## config.mk

```make
export PLATFORM = sky130hd
export DESIGN_NAME = apb_master
export DESIGN_NICKNAME = d
export VERILOG_FILES = /design/src/rtl/apb_master.sv
export SDC_FILE = /design/constraint.sdc
export NUM_CORES = 1
export LEC_CHECK = 0
export BUFFER_PORTS_ARGS = -buffer_cell sky130_fd_sc_hd__buf_2
export CAP_MARGIN = 10
export CORE_MARGIN = 2
export CORE_UTILIZATION = 45
export DETAILED_ROUTE_END_ITERATION = 10
export MAX_ROUTING_LAYER = met4
export PLACE_DENSITY = 0.79
export SYNTH_ARGS = -nofsm -noshare
export SYNTH_HDL_FRONTEND = slang
export SYNTH_SLANG_ARGS = --single-unit
```

## constraint.sdc

```tcl
create_clock -name CLK -period 2.6 [get_ports CLK]
set_input_delay 0.52 -clock CLK [delete_from_list [all_inputs] [get_ports CLK]]
set_output_delay 0.52 -clock CLK [all_outputs]
set_load 0.01 [all_outputs]
```

## src/rtl/apb_master.sv

```systemverilog
// apb_master: APB initiator. Accepts one host command at a time, drives an
// APB SETUP/ACCESS transfer, honours PREADY wait states and returns the result
// through a one-cycle response strobe. A programmable timeout can abort a
// transfer whose slave never asserts PREADY.
//
// Ports
//   CLK, nRST        clock (rising edge) and asynchronous active-low reset
//   cmd_*            host command: valid/ready handshake, write flag, addr, wdata
//   rsp_*            response: one-cycle valid, read data, timeout qualifier
//   P*               APB master-side signals
module apb_master #(
  parameter int ADDR_W  = 32,
  parameter int DATA_W  = 32,
  parameter int TIMEOUT = 16
) (
  input  logic              CLK,
  input  logic              nRST,
  input  logic              cmd_valid,
  output logic              cmd_ready,
  input  logic              cmd_write,
  input  logic [ADDR_W-1:0] cmd_addr,
  input  logic [DATA_W-1:0] cmd_wdata,
  output logic              rsp_valid,
  output logic [DATA_W-1:0] rsp_rdata,
  output logic              rsp_timeout,
  output logic              PSEL,
  output logic              PENABLE,
  output logic              PWRITE,
  output logic [ADDR_W-1:0] PADDR,
  output logic [DATA_W-1:0] PWDATA,
  input  logic [DATA_W-1:0] PRDATA,
  input  logic              PREADY
);

  localparam int CW = (TIMEOUT < 1) ? 1 : $clog2(TIMEOUT + 1);
  // Counter value on the last allowed ACCESS cycle: expiry fires when a
  // further PREADY-low cycle would make the count reach TIMEOUT.
  localparam logic [CW-1:0]     LIM = CW'((TIMEOUT == 0) ? 0 : TIMEOUT - 1);
  localparam logic [DATA_W-1:0] BAD = DATA_W'(32'hbad5bad5);

  typedef enum logic [1:0] {S_IDLE, S_SETUP, S_ACCESS} state_t;

  state_t            r_state, w_next;
  logic [CW-1:0]     r_cnt;
  logic              r_pwrite;
  logic [ADDR_W-1:0] r_paddr;
  logic [DATA_W-1:0] r_pwdata;
  logic              r_rsp_valid, r_rsp_timeout;
  logic [DATA_W-1:0] r_rsp_rdata;

  logic w_accept, w_done, w_expire;

  assign w_accept = cmd_valid && (r_state == S_IDLE);
  assign w_done   = (r_state == S_ACCESS) && PREADY;
  // PREADY has priority: expiry only counts when the slave is still stalling.
  assign w_expire = (TIMEOUT != 0) && (r_state == S_ACCESS) && !PREADY && (r_cnt == LIM);

  // State register
  always_ff @(posedge CLK or negedge nRST) begin
    if (!nRST) r_state <= S_IDLE;
    else       r_state <= w_next;
  end

  // Next-state logic
  always_comb begin
    w_next = r_state;
    case (r_state)
      S_IDLE:   if (w_accept) w_next = S_SETUP;
      S_SETUP:  w_next = S_ACCESS;
      S_ACCESS: if (w_done || w_expire) w_next = S_IDLE;
      default:  w_next = S_IDLE;
    endcase
  end

  // State-decoded outputs; combinational so an async reset drops PSEL/PENABLE at once
  always_comb begin
    cmd_ready = 1'b0;
    PSEL      = 1'b0;
    PENABLE   = 1'b0;
    case (r_state)
      S_IDLE:   cmd_ready = 1'b1;
      S_SETUP:  PSEL = 1'b1;
      S_ACCESS: begin PSEL = 1'b1; PENABLE = 1'b1; end
      default:  cmd_ready = 1'b0;
    endcase
  end

  // Command capture; held through SETUP/ACCESS and kept in IDLE
  always_ff @(posedge CLK or negedge nRST) begin
    if (!nRST) begin
      r_pwrite <= 1'b0;
      r_paddr  <= '0;
      r_pwdata <= '0;
    end else if (w_accept) begin
      r_pwrite <= cmd_write;
      r_paddr  <= cmd_addr;
      r_pwdata <= cmd_wdata;
    end
  end

  // Wait-state counter: cleared in SETUP, saturating in ACCESS
  always_ff @(posedge CLK or negedge nRST) begin
    if (!nRST)                                       r_cnt <= '0;
    else if (r_state == S_SETUP)                     r_cnt <= '0;
    else if (r_state == S_ACCESS && !PREADY && r_cnt != '1) r_cnt <= r_cnt + 1'b1;
  end

  // Response: one-cycle strobe; rdata only changes on read completion or timeout
  always_ff @(posedge CLK or negedge nRST) begin
    if (!nRST) begin
      r_rsp_valid   <= 1'b0;
      r_rsp_timeout <= 1'b0;
      r_rsp_rdata   <= '0;
    end else begin
      r_rsp_valid   <= w_done || w_expire;
      r_rsp_timeout <= w_expire;
      if (w_done && !r_pwrite) r_rsp_rdata <= PRDATA;
      else if (w_expire)       r_rsp_rdata <= BAD;
    end
  end

  assign PWRITE      = r_pwrite;
  assign PADDR       = r_paddr;
  assign PWDATA      = r_pwdata;
  assign rsp_valid   = r_rsp_valid;
  assign rsp_timeout = r_rsp_timeout;
  assign rsp_rdata   = r_rsp_rdata;

endmodule

```

### Word-level counts from Yosys, hierarchy flattened

Cells that the tools add are included.

* output and inout port bits: 102
* bits in registers: 106
* logic and storage cells: 39
* input port bits: 101

* equality and inequality tests: 6
* add/sub/neg operators: 1
* muxes and demuxes: 10
* reductions and logical operators: 14

Operators with widths (number)
* 2-to-1 mux 32 bit: 2
* 2-to-1 mux 5 bit: 2
* logical AND 1 bit: 6
* case mux 2 bit (3 select lines): 1
* adder 5 x 1 -> 5 bit, second input constant: 1
* equality test 5 x 4 -> 1 bit, second input constant: 1
* inequality test 5 bit, second input constant: 1
* 2-to-1 mux 2 bit: 2
* nonzero test 2 bit: 2
* 2-to-1 mux 1 bit: 3
* equality test 2 x 1 -> 1 bit, second input constant: 1
* equality test 2 bit, second input constant: 1
* logical NOT 1 bit: 2
* logical NOT 2 bit: 1
* inequality test 2 x 1 -> 1 bit, second input constant: 1
* inequality test 2 bit, second input constant: 1
* AND reduction 2 bit: 1
* OR reduction 2 bit: 1
* logical OR 1 bit: 1

### Longest topological paths before layout

* depth in word-level cells: 6
* gate-level depth with buffers: 7
* gate-level depth less buffers: 6

### Worst setup path after synthesis

OpenSTA, ideal clock, no wires.

* path type: register to register
* start point: register r_cnt[0]
* end point: register r_cnt[3]
* setup time: 0.125 ns
* data arrival time: 1.640 ns
* setup slack: 0.835 ns
* clock period less this slack: 1.765 ns
* data required time: 2.475 ns
* cell stages (with the launch flop): 7
* path buffers: 0
* cell sequence: dfrtp_1 > ha_1 > and3_1 > ha_1 > nor3b_4 > nand4_1 > mux2_2

* word-level cells in the longest chain between the ends: 3
* elaborated cells between the ends (all ways): 6
* those cells by class: add/sub: 1; eq/ne: 1; mux: 2; reduce/logical: 2

Ends and longest elaborated chain
* start, declared: line 44 `logic [CW-1:0] r_cnt;`
* start signal, assigned: line 105 `else if (r_state == S_ACCESS && !PREADY && r_cnt != '1) r_cnt <= r_cnt + 1'b1;`
* adder 5 x 1 -> 5 bit / inequality test 5 bit (equally long branches): line 105
* 2-to-1 mux 5 bit / logical AND 1 bit (equally long branches): line 105
* 2-to-1 mux 5 bit / nonzero test 2 bit (equally long branches)

Several ways; a longest one is shown, not always the timed one. The select of a mux whose other input is x is not followed.
A chain may end at the register's enable or synchronous reset.

### Worst setup path after layout

* start point: register r_cnt[0]
* end point: register r_rsp_rdata[14], in the netlist rsp_rdata[14]

* word-level cells in the longest chain between the ends: 3

Ends and longest elaborated chain
* equality test 5 x 4 -> 1 bit: line 56 `assign w_expire = (TIMEOUT != 0) && (r_state == S_ACCESS) && !PREADY && (r_cnt == LIM);`
* logical AND 1 bit: line 56
* named net w_expire: line 51 `logic w_accept, w_done, w_expire;`
* nonzero test 2 bit (no line)
* end signal, assigned: line 113 `r_rsp_rdata <= '0;`
* end signal, assigned: line 117 `if (w_done && !r_pwrite) r_rsp_rdata <= PRDATA;`
* end signal, assigned: line 118 `else if (w_expire) r_rsp_rdata <= BAD;`
* end, declared: line 49 `logic [DATA_W-1:0] r_rsp_rdata;`

The timed path passes the listed nets, and every way through them passes these cells.

==> report_table.html <==
<table>
<tr><th>Metric</th><th>Value</th></tr>
<tr><th colspan="2">Outcome</th></tr>
<tr><td>Result of the run</td><td>finished clean</td></tr>
<tr><th colspan="2">Timing</th></tr>
<tr><td>Final period util</td><td>0.746</td></tr>
<tr><td>Slew headroom</td><td>0.641</td></tr>
<tr><td>Setup total negative slack</td><td>0 ns</td></tr>
<tr><td>Setup violations, final</td><td>0</td></tr>
<tr><td>Hold Fails Final Rpt</td><td>0</td></tr>
<tr><td>Final period demand of the worst path</td><td>1.94 ns</td></tr>
<tr><td>Transition at the pin with the smallest max-transition slack</td><td>0.538 ns</td></tr>
<tr><td>Minimum hold slack</td><td>0.0779 ns</td></tr>
<tr><td>Setup repair after global routing missed its margin</td><td>no</td></tr>
<tr><td>Final max-slew violation count</td><td>0</td></tr>
<tr><td>Clock skew</td><td>between 0.015 and 0.02 ns</td></tr>
<tr><td>Fmax</td><td>between 500 and 600 MHz</td></tr>
<tr><th colspan="2">Clock tree</th></tr>
<tr><td>Clock Root Buffer</td><td>clkbuf_8</td></tr>
<tr><td>Clk slew on worst S/H paths</td><td>roughly 0.11 ns</td></tr>
<tr><td>Resized Gates After CTS</td><td>0</td></tr>
<tr><td>H-Tree Depth</td><td>3</td></tr>
<tr><td>Count of hold buffers inserted by post-cts repair</td><td>0</td></tr>
<tr><td>Clock tree from TritonCTS</td><td>built</td></tr>
<tr><td>Setup repair bufs after CTS</td><td>0</td></tr>
<tr><td>Later-pin clock latency in the skew report</td><td>0.36 ns</td></tr>
<tr><td>Sinks on Clock Net</td><td>~110</td></tr>
<tr><td>Maximum number of buffers from clock root to sink</td><td>2</td></tr>
<tr><td>Cts bufs inserted</td><td>9</td></tr>
<tr><th colspan="2">Layout</th></tr>
<tr><td>Antenna cell count</td><td>0</td></tr>
<tr><td>Area growth from synthesis to final layout</td><td>32.4%</td></tr>
<tr><td>Most frequent standard cell in the layout excluding fill and tap cells</td><td>buf_2</td></tr>
<tr><td>Non-filler cells, final</td><td>571</td></tr>
<tr><td>Nets</td><td>between 500 and 600</td></tr>
<tr><td>Fraction of layout cells with a size suffix above 1</td><td>0.637</td></tr>
<tr><td>Most used cells in the layout excluding fill and tap cells</td><td>buf_2, dfrtp_1, mux2_2</td></tr>
<tr><td>Filler instances</td><td>around 700</td></tr>
<tr><td>Core Util, Final</td><td>0.615</td></tr>
<tr><th colspan="2">Die</th></tr>
<tr><td>Die extent in x</td><td>just under 100 um</td></tr>
<tr><td>Area of the core region</td><td>8720 um2</td></tr>
<tr><td>Die ar.</td><td>9770 um2</td></tr>
<tr><td>Number of core rows</td><td>34</td></tr>
<tr><td># IOs</td><td>203</td></tr>
<tr><td>Starting utilization of the core area</td><td>0.464</td></tr>
<tr><td>Vertical extent of the die</td><td>98.9 um</td></tr>
<tr><th colspan="2">Yosys</th></tr>
<tr><td>Count of distinct cell types in the synthesized netlist</td><td>27</td></tr>
<tr><td>Post-synthesis sequential area ratio</td><td>0.655</td></tr>
<tr><td>Synth Net Count</td><td>361</td></tr>
<tr><td>Cell area after technology mapping</td><td>4050 um2</td></tr>
<tr><td>Ys Warns</td><td>0</td></tr>
<tr><td>EDFF count, synth</td><td>0</td></tr>
<tr><td>#FFs+latches synth</td><td>between 100 and 150</td></tr>
<tr><td>Instance count of the mapped netlist</td><td>approximately 250</td></tr>
<tr><td>Mean area per synthesized cell</td><td>16.0 um2</td></tr>
<tr><td>Prevailing post-synth register cell</td><td>dfrtp_1</td></tr>
<tr><td>Post-synthesis async set-or-reset flop share</td><td>1.00</td></tr>
<tr><th colspan="2">Placed design</th></tr>
<tr><td>Half-perimeter wire length of the detailed placement result</td><td>about 6700 um</td></tr>
<tr><td>Total placed cells including tap cells</td><td>555</td></tr>
<tr><td>Routability congestion estimate from global placement</td><td>~0.74</td></tr>
<tr><td>Count of buffers from port buffering</td><td>202</td></tr>
<tr><th colspan="2">Setup path</th></tr>
<tr><td>Worst setup path endpoint</td><td>rsp_rdata[14]</td></tr>
<tr><td>Arrival time of data at the critical path endpoint</td><td>around 2.2 ns</td></tr>
<tr><td>Worst endpoint required time</td><td>about 2.9 ns</td></tr>
<tr><td>Worst reg-to-reg path cell count</td><td>6</td></tr>
<tr><td>Launching element of the worst setup path</td><td>r_cnt[0]</td></tr>
<tr><td>RR Startpoint</td><td>r_cnt[0]</td></tr>
<tr><td>Maximum fanout count along the critical path</td><td>12</td></tr>
<tr><td>Sort of element at the start of the critical path</td><td>flop</td></tr>
<tr><td>Element type at the critical path end</td><td>flop</td></tr>
<tr><td>Class of the most critical setup path</td><td>flop to flop</td></tr>
<tr><td>Worst setup slack for register-to-register paths</td><td>~0.66 ns</td></tr>
<tr><td>R2R Path End</td><td>rsp_rdata[14]</td></tr>
<tr><th colspan="2">Routing</th></tr>
<tr><td>Initial drt markers</td><td>between 50 and 60</td></tr>
<tr><td>Via density</td><td>just under 5</td></tr>
<tr><td>Router iterations before antenna repair</td><td>4</td></tr>
<tr><td>Via count</td><td>2800</td></tr>
<tr><td>Wire length per cell</td><td>approximately 15 um</td></tr>
<tr><td>Routed WL</td><td>8700 um</td></tr>
<tr><td>Number of nets with antenna violations after detailed routing</td><td>0</td></tr>
<tr><td>DRC errors left</td><td>0</td></tr>
<tr><th colspan="2">Power</th></tr>
<tr><td>Static Leakage</td><td>2.71 nW</td></tr>
<tr><td>Power density over cell area</td><td>between 1000 and 1500 nW/um2</td></tr>
<tr><td>Peak supply drop</td><td>roughly 0.54 mV</td></tr>
<tr><th colspan="2">Job</th></tr>
<tr><td>Max_cap viols</td><td>0</td></tr>
<tr><th colspan="2">Min path</th></tr>
<tr><td>Hold crit path type</td><td>input pin to asynchronous set/reset pin</td></tr>
<tr><th colspan="2">Global route</th></tr>
<tr><td>Global-route wire length before repair</td><td>13800 um</td></tr>
<tr><td>Maximum number of pins on one net before global-route repair</td><td>between 40 and 50</td></tr>
<tr><td>Number of antenna violations at the first check in global routing</td><td>0</td></tr>
<tr><td>Aggregate global routing overflow</td><td>0</td></tr>
<tr><td>Total GRT Usage</td><td>0.184</td></tr>
<tr><td>Via count of the first global-routing pass</td><td>2919</td></tr>
</table>
[synth_stat cells (all sizes together), types with 2 or more instances]
cell,number,area [um2]
o22a,20,175
a22o,12,105
mux2,68,766
clkbuf,2,7.51
and3b,2,17.5
nor3b,2,26.3
buf,11,70.1
dfrtp,106,2650
inv,4,15.0
nor2,6,25.0
ha,7,87.6
xnor2,2,17.5
[routing by layer]
metal	vias to the layer above	part of all wire	global-route usage
met5	-	0	-
met4	0	0.016	0.0601
met3	12	0.076	0.0461
met2	132	0.50	0.304
met1	1337	0.41	0.224
li1	1319	-	-
[worst max-delay path, cell delays in order (launching register included)]
cell	delay, ns
dfrtp_1	0.42
ha_1	0.21
and3_1	0.19
ha_1	0.20
and3b_1	0.21
nor2_2	0.44
a22o_1	0.21
[area by class of cell]
class / instances / area (um2) / share of cell area
Multi-Input combinational cell: 130 / 1310 / 0.244
Tap cell: 108 / 135 / 0.0252
Clock buffer: 9 / 124 / 0.0231
Sequential cell: 106 / 2650 / 0.495
Clock inverter: 7 / 51.3 / 0.00957
Timing Repair Buffer: 207 / 1080 / 0.201
Inverter: 4 / 15.0 / 0.00280
[cell families (layout without fill, tap and decap cells)]
kind of cell             after synthesis  in the layout  share of synthesized area
adder cells (fa/ha/maj)                7              7                     0.0216
AO/OA/AOI/OAI                         35             35                     0.0742
AND/OR/NAND/NOR                       17             17                     0.0303
multiplexers                          69             69                      0.192
flip-flops                           106            106                      0.655
buffers and inverters                 17            227                     0.0229
XOR/XNOR                               2              2                    0.00433
[stage by stage]
stage | setup slack (ns) | instance area (um2) | power [mW]
after global routing | 0.533 | 5360 | 6.81
after floorplan | 0.835 | 4050 | 4.37
after detailed placement | 0.648 | 5180 | 5.54
after global placement | 0.738 | 5180 | 5.41
final | 0.661 | 5360 | 6.36
after CTS | 0.626 | 5360 | 6.46
[power breakdown]
part	internal, mW	switching (mW)	leakage [nW]
combinational	1.38	1.24	1.36
clock	0.355	0.553	0.0864
sequential	2.44	0.383	1.26
[how the worst min path moves through the flow]
stage,cells past startpoint,end
after floorplan,0,PADDR[0]
after global placement,1,rsp_rdata[9]
after detailed placement,1,rsp_rdata[22]
after CTS,1,rsp_rdata[2]
after global routing,1,rsp_rdata[0]
final,1,PWDATA[20]
[sequential cells by signal, indices dropped and copies added, names as in the netlist]
register / count
rsp_timeout: 1
PWDATA: 32
PADDR: 32
PWRITE: 1
r_state: 2
rsp_valid: 1
rsp_rdata: 32
r_cnt: 5
(Power assumes the default switching activity.)
